<file path="src/rtl/poly_note_player_ctrl_if.sv">
// Interface between the song reader / beat generator and the voice sequencing controller.
// The master drives the transport controls; the slave is the controller.
interface poly_note_player_ctrl_if #(
  parameter int NUM_VOICES = 3,
  parameter int DUR_W      = 6
);
  localparam int CNT_W = $clog2(NUM_VOICES + 1);

  logic                        play_enable;
  logic                        pause;
  logic                        beat;
  logic [NUM_VOICES-1:0]       load_new_note;
  logic [NUM_VOICES*DUR_W-1:0] note_duration;
  logic [NUM_VOICES-1:0]       load;
  logic [NUM_VOICES-1:0]       note_done;
  logic [NUM_VOICES-1:0]       voice_busy;
  logic                        all_done;
  logic [CNT_W-1:0]            active_count;

  modport master (
    output play_enable, pause, beat, load_new_note, note_duration,
    input  load, note_done, voice_busy, all_done, active_count
  );

  modport slave (
    input  play_enable, pause, beat, load_new_note, note_duration,
    output load, note_done, voice_busy, all_done, active_count
  );
endinterface

</file>
<file path="src/rtl/poly_note_player_ctrl.sv">
// Multi-voice note sequencer: one IDLE/LOAD/PLAY/DONE FSM and beat down-counter per voice,
// with global abort (play_enable low), global pause and per-voice retrigger.
module poly_note_player_ctrl #(
  parameter int NUM_VOICES = 3,
  parameter int DUR_W      = 6
) (
  input  logic                  clk,
  input  logic                  reset,
  poly_note_player_ctrl_if.slave bus
);
  localparam int CNT_W = $clog2(NUM_VOICES + 1);

  typedef enum logic [1:0] {IDLE, LOAD, PLAY, DONE} state_t;

  state_t           state     [NUM_VOICES];
  state_t           state_nxt [NUM_VOICES];
  logic [DUR_W-1:0] cnt       [NUM_VOICES];
  logic [DUR_W-1:0] cnt_nxt   [NUM_VOICES];
  logic [DUR_W-1:0] dur       [NUM_VOICES];
  logic             all_done_q;
  logic             all_done_nxt;

  logic [NUM_VOICES-1:0] load_o;
  logic [NUM_VOICES-1:0] done_o;
  logic [NUM_VOICES-1:0] busy_o;
  logic [CNT_W-1:0]      count_o;

  always_comb begin
    for (int v = 0; v < NUM_VOICES; v++) begin
      dur[v] = bus.note_duration[v*DUR_W +: DUR_W];
    end
  end

  // NOTE: sequential state uses non-blocking assignments so every register samples pre-edge values.
  always_ff @(posedge clk) begin
    if (reset) begin
      for (int v = 0; v < NUM_VOICES; v++) begin
        state[v] <= IDLE;
        cnt[v]   <= '0;
      end
      all_done_q <= 1'b0;
    end else begin
      for (int v = 0; v < NUM_VOICES; v++) begin
        state[v] <= state_nxt[v];
        cnt[v]   <= cnt_nxt[v];
      end
      all_done_q <= all_done_nxt;
    end
  end

  // Abort outranks everything; inside PLAY a retrigger outranks the beat.
  always_comb begin
    logic entering_done;
    logic still_busy;
    entering_done = 1'b0;
    still_busy    = 1'b0;
    for (int v = 0; v < NUM_VOICES; v++) begin
      // NOTE: every comb output gets a default first so no path can infer a latch.
      state_nxt[v] = state[v];
      cnt_nxt[v]   = cnt[v];
      if (!bus.play_enable) begin
        state_nxt[v] = IDLE;
        cnt_nxt[v]   = '0;
      end else begin
        case (state[v])
          IDLE: if (bus.load_new_note[v]) state_nxt[v] = LOAD;
          LOAD: begin
            state_nxt[v] = PLAY;
            cnt_nxt[v]   = (dur[v] == '0) ? DUR_W'(1) : dur[v];
          end
          PLAY: begin
            if (bus.load_new_note[v]) begin
              state_nxt[v] = LOAD;
            end else if (bus.beat && !bus.pause) begin
              cnt_nxt[v] = cnt[v] - DUR_W'(1);
              if (cnt[v] == DUR_W'(1)) state_nxt[v] = DONE;
            end
          end
          DONE:    state_nxt[v] = bus.load_new_note[v] ? LOAD : IDLE;
          default: state_nxt[v] = IDLE;
        endcase
      end
      if (state_nxt[v] == DONE && state[v] != DONE) entering_done = 1'b1;
      if (state_nxt[v] == LOAD || state_nxt[v] == PLAY) still_busy = 1'b1;
    end
    all_done_nxt = entering_done && !still_busy;
  end

  always_comb begin
    load_o  = '0;
    done_o  = '0;
    busy_o  = '0;
    count_o = '0;
    for (int v = 0; v < NUM_VOICES; v++) begin
      load_o[v] = (state[v] == LOAD);
      done_o[v] = (state[v] == DONE);
      busy_o[v] = (state[v] == LOAD) || (state[v] == PLAY);
      count_o   = count_o + CNT_W'(busy_o[v]);
    end
  end

  assign bus.load         = load_o;
  assign bus.note_done    = done_o;
  assign bus.voice_busy   = busy_o;
  assign bus.active_count = count_o;
  assign bus.all_done     = all_done_q;
endmodule
</file>
<file path="src/flat_wrapper.sv">
// flat-port wrapper written by rule: the top's interface ports become plain ports
module poly_note_player_ctrl_flat 
#(
  parameter int NUM_VOICES = 3,
  parameter int DUR_W      = 6
)
  (clk, reset, bus_play_enable, bus_pause, bus_beat, bus_load_new_note, bus_note_duration, bus_load, bus_note_done, bus_voice_busy, bus_all_done, bus_active_count);
  poly_note_player_ctrl_if #(.NUM_VOICES(NUM_VOICES), .DUR_W(DUR_W)) bus_i ();
  input  logic clk;
  input  logic reset;
  input wire logic [$bits(bus_i.play_enable)-1:0] bus_play_enable;
  input wire logic [$bits(bus_i.pause)-1:0] bus_pause;
  input wire logic [$bits(bus_i.beat)-1:0] bus_beat;
  input wire logic [$bits(bus_i.load_new_note)-1:0] bus_load_new_note;
  input wire logic [$bits(bus_i.note_duration)-1:0] bus_note_duration;
  output wire logic [$bits(bus_i.load)-1:0] bus_load;
  output wire logic [$bits(bus_i.note_done)-1:0] bus_note_done;
  output wire logic [$bits(bus_i.voice_busy)-1:0] bus_voice_busy;
  output wire logic [$bits(bus_i.all_done)-1:0] bus_all_done;
  output wire logic [$bits(bus_i.active_count)-1:0] bus_active_count;
  assign bus_i.play_enable = bus_play_enable;
  assign bus_i.pause = bus_pause;
  assign bus_i.beat = bus_beat;
  assign bus_i.load_new_note = bus_load_new_note;
  assign bus_i.note_duration = bus_note_duration;
  assign bus_load = bus_i.load;
  assign bus_note_done = bus_i.note_done;
  assign bus_voice_busy = bus_i.voice_busy;
  assign bus_all_done = bus_i.all_done;
  assign bus_active_count = bus_i.active_count;
  poly_note_player_ctrl #(.NUM_VOICES(NUM_VOICES), .DUR_W(DUR_W)) u_core (.clk(clk), .reset(reset), .bus(bus_i));
endmodule
</file>
<file path="config.mk">
export PLATFORM = sky130hd
export DESIGN_NAME = poly_note_player_ctrl_flat
export DESIGN_NICKNAME = d
export VERILOG_FILES = /design/src/rtl/poly_note_player_ctrl_if.sv /design/src/rtl/poly_note_player_ctrl.sv /design/src/flat_wrapper.sv
export SDC_FILE = /design/constraint.sdc
export NUM_CORES = 1
export LEC_CHECK = 0
export ABC_AREA = 1
export ABC_CLOCK_PERIOD_IN_PS = 4500
export CAP_MARGIN = 10
export CORE_UTILIZATION = 65
export CTS_CLUSTER_DIAMETER = 40
export DETAILED_ROUTE_END_ITERATION = 8
export DONT_BUFFER_PORTS = 1
export PLACE_DENSITY = 0.8
export SLEW_MARGIN = 20
export SYNTH_ARGS = -nofsm -noshare
export SYNTH_HDL_FRONTEND = slang
export SYNTH_SLANG_ARGS = --single-unit
</file>
<file path="constraint.sdc">
create_clock -name clk -period 4.5 [get_ports clk]
set_input_delay 1.35 -clock clk [delete_from_list [all_inputs] [get_ports clk]]
set_output_delay 1.35 -clock clk [all_outputs]
set_load 0.02 [all_outputs]
</file>
======== Yosys cells after proc, flatten, opt, wreduce, memory -nomap -nowiden ========
Memories as Yosys holds them, arrays and structs flattened.
Cells that the tools add are included.
word-level totals
  logic and storage cells ................. 108
  output and inout bits ................... 12
  register bits ........................... 1
  bits of input ports ..................... 26
  memories ................................ 2
  RAM bits ................................ 24
memory list
  name          depth  bits a word  rd ports  clocked after Yosys merged registers in  write ports  RTL line                     source
  u_core.cnt    3      6            3         0                                        3            poly_note_player_ctrl.sv:17  logic [DUR_W-1:0] cnt [NUM_VOICES];
  u_core.state  3      2            3         0                                        3            poly_note_player_ctrl.sv:15  state_t state [NUM_VOICES];
cells by class
  add/sub/neg operators ................... 5
  equal/unequal tests ..................... 24
  multiplexer cells ....................... 51
  bitwise logic cells ..................... 6
  reductions and logical operators ........ 19
operators with widths
  operator             number
  $mux 6               15
  $mux 2               18
  $pmux 6 s2           3
  $eq 2x2->1 const B   12
  $pmux 2 s4           3
  $eq 6x1->1 const B   3
  $logic_not 6->1      3
  $sub 6x1->6 const B  3
  $eq 2x1->1 const B   6
  $mux 1               12
  $logic_not 2->1      3
  $logic_or 1x1->1     6
  $ne 2x2->1 const B   3
  $or 1x1->1           6
  $logic_and 1x1->1    5
  $add 1x1->2          1
  $add 2x1->2          1
  $logic_not 1->1      2

======== Depth between registers and ports, before layout ========
Gate-level depths: netlist (run 1).
An unclocked memory read counts as a cell.
  depth after elaboration ................. 14
  mapped depth ............................ 15
  mapped depth without buffers ............ 15

======== Worst setup path after synthesis (run 1) ========
Ideal clock, no wire load.
  path type ............................... reg2out
  from .................................... mem u_core.state[0][1] (netlist name)
  to ...................................... out bus_active_count[0]
  cell stages (with the launch flop) ...... 6
  arrival time ............................ 1.511 ns
  slack ................................... 1.639 ns
  buffers on the path ..................... 0
  required time ........................... 3.150 ns
  cell sequence ........................... dfxtp_1 > inv_1 > ha_1 > inv_1 > fa_1 > inv_1
RTL lines
  item             RTL line                     source
  start, declared  poly_note_player_ctrl.sv:15
  end, declared    flat_wrapper.sv:20           output wire logic [$bits(bus_i.active_count)-1:0] bus_active_count;

==> metrics.yaml, run 1 <==
worst_setup_path:
  crit_required_ns: 3.15
  cp_num_buf_inv: 3
  critPathCaptureType: "primary output"
  rrSetupSlack_ns: 2.37
  crit_path_cell_trace: "inv_1 > ha_1 > inv_1 > fa_1 > inv_1"
  critPathLaunchType: "flop"
  r2r_cells: 12
  regToRegStartpoint: "u_core.state[0][2]"
  crit_fanout: 4
  cpMaxStageDelayCell: "fa_1"
  rr_endpoint: "u_core.bus.all_done"
  critPathMaxStageDelay_ns: 0.46
  cpMostUsedCell: "inv_1"
  crit_family: "adder cells"
  startpoint: "u_core.state[0][4]"
  worstSetupPathType: "flop to primary output"
  arrival_ns: 2.00
grt:
  grt_pass1_vias: 1684
  grt_pass1_wl_um: 7100
  grt_overflow: 0
  grt_max_degree: 15
  track_usage_pct: 26.9
  antenna_found_initial: 0
cells_and_area:
  nets: 364
  fillCellCount: 302
  drive_above_1_share_pct: 9.84
  antennaDiodeCount: 0
  final_util_pct: 69.7
  final_area_um2: 2110
  area_delta_synth_final_pct: 2.12
sta:
  rsz0062_at_grt: "no"
  hold_viol_final: 0
  skew_ns: 0.00524
  drv_slew: 0
  max_freq_mhz: 299
  relSlewSlack_pct: 71.8
  min_period_ns: 3.35
  min_period_over_period_pct: 74.4
  setup_tns_ns: 0
  tightest_slew_ns: 0.422
  setup_violations: 0
yosys:
  synth_seq_cells: 25
  ys_warn_count: 0
  synthFlopType: "dfxtp_1"
  synth.most_common_cell: "nand2_1"
  synthesis.area_um2: 2070
  synth_common_cells: "nand2_1, inv_1, nor2_1, dfxtp_1, ha_1"
  syn_inst: 315
  synth_edf_count: 0
  synth_cell_types: 32
  async_flop_share_pct: 0
  synth_area_per_cell_um2: 6.56
  postSynthNetCount: 363
  synth_top_area_cell: "dfxtp_1"
  ys_seq_area_share_pct: 24.2
  synth_top_area_share_pct: 24.2
  ys_top_cells_by_area: "dfxtp_1, nand2_1, ha_1"
routing:
  viasPerCell: 5.29
  dr.pass1.iters: 4
  drc_errors: 0
  wl_per_cell_um: 12.0
  vias: 1900
  detail-route-antenna-nets: 0
  drtIter0Drc: 119
  detail_route.wirelength_um: 4320
clock_network:
  cts.sink_count: 25
  clock-root-buffer: "clkbuf_4"
  clkLatencyLatePin_ns: 0.34
  cts_made_buffers: 3
  postCtsSetupBuffers: 0
  cts_buffer_depth: 2
  cts_tree: "built"
  ctsResizeCount: 0
  cts.htree.levels: 1
  clk_pin_slew_ns: 0.15
  postCtsHoldBufs: 0
floorplan:
  num_rows: 20
  die_y_um: 58.4
  start_util_pct: 68.3
  dieArea_um2: 3410
  io_pins: 38
  coreArea_um2: 3030
  die_width_um: 58.4
placement:
  gp_congestion: 0.900
  placed_area_um2: 2080
  hpwl_um: 3380
  port_buffers: 0
power:
  power_leakage_nw: 0.971
  pwr_density_cell_nw_per_um2: 212
  ir_worst_vdd_mv: 0.129
job:
  cap_viol_max_count: 0
hold_path:
  whs_endpoint: "u_core.cnt[0][8]"
  hold_class: "flop to flop"
  hold_depth: 2
  min_from: "u_core.cnt[0][8]"
status:
  outcome: "complete, no violations"
-- worst max path at each step --
stage | to | slack, ns | depth (start not counted)
floorplan | bus_active_count[0] | 1.64 | 5
global placement | bus_active_count[0] | 1.59 | 5
detailed placement | bus_active_count[0] | 1.53 | 5
CTS | bus_active_count[0] | 1.14 | 5
global route | bus_active_count[0] | 1.05 | 5
finish | bus_active_count[0] | 1.15 | 5
-- placed cells by master, fill, tap and decap left out, drive strengths merged --
master / Yosys / layout
o22ai: 1 / 1
ha: 21 / 21
or2: 2 / 2
nor2: 52 / 52
inv: 53 / 53
clkinv: 1 / 2
nand2: 79 / 79
a31oi: 4 / 4
o21ai: 24 / 24
fa: 1 / 1
xor2: 2 / 2
nor3b: 2 / 2
nand4: 4 / 4
dfxtp: 25 / 25
o221ai: 1 / 1
nand3: 16 / 16
nor3: 5 / 5
clkbuf: 0 / 3
nor4: 1 / 1
o211ai: 1 / 1
a21oi: 16 / 16
-- power breakdown --
part	leakage [nW]	internal, mW	switching, mW
clock network	0.0177	0.0335	0.0763
logic	0.751	0.0365	0.0677
registers	0.203	0.228	0.00611
total	0.971	0.297	0.150
-- per-layer routing --
| layer | track usage [%] | part of all wire, % |
|---|---|---|
| met1 | 34.9 | 45 |
| met2 | 44.8 | 47 |
| met3 | 4.40 | 5.7 |
| met4 | 10.2 | 1.8 |
| met5 | 0 | 0 |
-- flip-flops by register name, indices dropped and copies added (netlist names) --
register / count
u_core.state: 6
u_core.bus.all_done: 1
u_core.cnt: 18
-- final cells by class --
cell class | count | area (µm²) | area share [%]
sequential | 25 | 500 | 23.7
multi-input combinational | 232 | 1310 | 62.2
clock inverter | 1 | 5.00 | 0.237
tap | 44 | 55.1 | 2.61
inverter | 54 | 215 | 10.2
clock buffer | 3 | 22.5 | 1.07
-- worst min-delay path, stage by stage, from the launching register on --
cell     delay [ns]
dfxtp_1        0.34
nand2_1        0.06
a21oi_1        0.06
-- cell families after synthesis --
family,count (synthesis),synth area share (%)
xor gates and xnor gates,2,0.848
AOI/OAI and AO/OA,47,12.5
adders and majority gates,22,13.7
buffers and inverters,58,12.3
and+or+nand+nor,161,36.4
DFF,25,24.2
-- per-stage QoR --
step | setup WS, ns | hold WS (ns) | total power, mW | std cells
3_3_place_gp | 1.59 | 0.449 | 0.340 | 355
3_5_place_dp | 1.53 | 0.457 | 0.342 | 355
2_1_floorplan | 1.64 | 0.439 | 0.327 | 315
6_report | 1.15 | 0.484 | 0.448 | 359
4_1_cts | 1.14 | 0.476 | 0.450 | 359
5_1_grt | 1.05 | 0.484 | 0.475 | 359
Note: power is estimated with default switching activity, not from simulation.
==> inputs of run 2 (changes only) <==
--- a/config.mk
+++ b/config.mk
@@ -6,13 +6,13 @@
 export NUM_CORES = 1
 export LEC_CHECK = 0
 export ABC_AREA = 1
-export ABC_CLOCK_PERIOD_IN_PS = 4500
+export ABC_CLOCK_PERIOD_IN_PS = 3110
 export CAP_MARGIN = 10
-export CORE_UTILIZATION = 65
+export CORE_UTILIZATION = 64
 export CTS_CLUSTER_DIAMETER = 40
 export DETAILED_ROUTE_END_ITERATION = 8
 export DONT_BUFFER_PORTS = 1
-export PLACE_DENSITY = 0.8
+export PLACE_DENSITY = 0.79
 export SLEW_MARGIN = 20
 export SYNTH_ARGS = -nofsm -noshare
 export SYNTH_HDL_FRONTEND = slang
==> constraint.sdc (replaced) <==
create_clock -name clk -period 3.11 [get_ports clk]
set_input_delay 0.933 -clock clk [delete_from_list [all_inputs] [get_ports clk]]
set_output_delay 0.933 -clock clk [all_outputs]
set_load 0.02 [all_outputs]
==> run 2 against run 1 <==
Compared with the run above: die area is 1.5% higher; largest power group unchanged; global-route usage fell by 0.69 points; power up 45%; via count down 0.21%; sequential share of layout area barely moved; combinational power is 44% higher; cell count stayed put; register-to-register slack worse by 1.4 ns; critical endpoint unchanged.
==> metrics.yaml, run 2 (same netlist as run 1, synthesis figures left out) <==
sta:
  min_period_over_period_pct: 93.2
  rsz0062_at_grt: "no"
  skew_ns: 0.00217
  setup_violations: 0
  min_period_ns: 2.90
  relSlewSlack_pct: 70.3
  drv_slew: 0
  max_freq_mhz: 345
  tightest_slew_ns: 0.446
  setup_tns_ns: 0
  hold_viol_final: 0
grt:
  grt_pass1_vias: 1718
  grt_overflow: 0
  grt_pass1_wl_um: 7020
  track_usage_pct: 26.2
  grt_max_degree: 14
  antenna_found_initial: 0
clock_network:
  postCtsSetupBuffers: 0
  clock-root-buffer: "clkbuf_4"
  postCtsHoldBufs: 0
  cts_buffer_depth: 2
  ctsResizeCount: 0
  cts.sink_count: 25
  cts_tree: "built"
  clkLatencyLatePin_ns: 0.33
  clk_pin_slew_ns: 0.15
  cts.htree.levels: 1
  cts_made_buffers: 3
routing:
  detail_route.wirelength_um: 4230
  wl_per_cell_um: 11.8
  drtIter0Drc: 136
  detail-route-antenna-nets: 0
  vias: 1896
  viasPerCell: 5.28
  dr.pass1.iters: 4
  drc_errors: 0
floorplan:
  coreArea_um2: 3050
  num_rows: 20
  die_width_um: 58.8
  die_y_um: 58.8
  io_pins: 38
  start_util_pct: 67.7
  dieArea_um2: 3460
placement:
  hpwl_um: 3320
  port_buffers: 0
  gp_congestion: 0.859
  placed_area_um2: 2080
  place_inst: 355
worst_setup_path:
  crit_required_ns: 2.18
  critPathCaptureType: "primary output"
  worstSetupPathType: "flop to primary output"
  arrival_ns: 1.97
  crit_fanout: 4
  critPathLaunchType: "flop"
power:
  pwr_density_cell_nw_per_um2: 308
  power_leakage_nw: 0.968
  ir_worst_vdd_mv: 0.183
  total_power_mw: 0.649
cells_and_area:
  final_util_pct: 69.1
  antennaDiodeCount: 0
  largest_reg_flops: 18
  top_register: "u_core.cnt"
  area_delta_synth_final_pct: 2.06
  fillCellCount: 288
  final_cell_mix: "nand2_1, inv_1, nor2_1, dfxtp_1, ha_1"
  nets: 364
  fin_cells: 359
  mostFrequentLayoutCell: "nand2_1"
  final_area_um2: 2110
  drive_above_1_share_pct: 9.52
job:
  cap_viol_max_count: 0
hold_path:
  hold_class: "flop to flop"
status:
  outcome: "complete, no violations"
[run 2: changes by cell type in the layout (fill, tap and decap cells not counted)]
cell	delta
clkinv_2	-1
clkbuf_1	+1
[run 2: worst max-delay path, stage by stage, from the launching register on]
cell,delay [ns]
dfxtp_1,0.41
inv_1,0.09
ha_1,0.42
inv_1,0.11
fa_1,0.45
inv_1,0.16
[run 2: report_power, final]
part           switching (mW)  internal [mW]
logic                  0.0974         0.0526
clock network           0.111         0.0504
registers             0.00868          0.329
[run 2: area by class of cell]
class	instances	area (µm²)	share of cell area (%)
Clock buffer	4	26.3	1.25
Inverter	54	215	10.2
Multi-Input combinational cell	232	1310	62.2
Sequential cell	25	500	23.7
Tap cell	44	55.1	2.61
[run 2: layer usage]
metal	track usage, %	wire length [µm]	vias to the layer above
met3	3.52	224	6
met2	43.7	1950	57
li1	-	-	994
met4	11.6	66	0
met1	33.6	1990	839
met5	0	0	-
[run 2: stage by stage]
| step | setup slack (ns) | hold WS (ns) |
|---|---|---|
| after floorplan | 0.666 | 0.439 |
| after global placement | 0.614 | 0.449 |
| after detailed placement | 0.592 | 0.464 |
| after CTS | 0.207 | 0.483 |
| after global routing | 0.0981 | 0.490 |
| final | 0.211 | 0.478 |
[run 2: path summary, 6_finish.rpt]
check	startpoint	to	slack, ns	cells after the start
worst max register to register	u_core.state[0][2]	u_core.bus.all_done	1.00	12
worst min-delay path	u_core.cnt[0][8]	u_core.cnt[0][8]	0.48	2
worst min register to register	u_core.cnt[0][8]	u_core.cnt[0][8]	0.48	2
worst max-delay path	u_core.state[0][4]	bus_active_count[0]	0.21	5
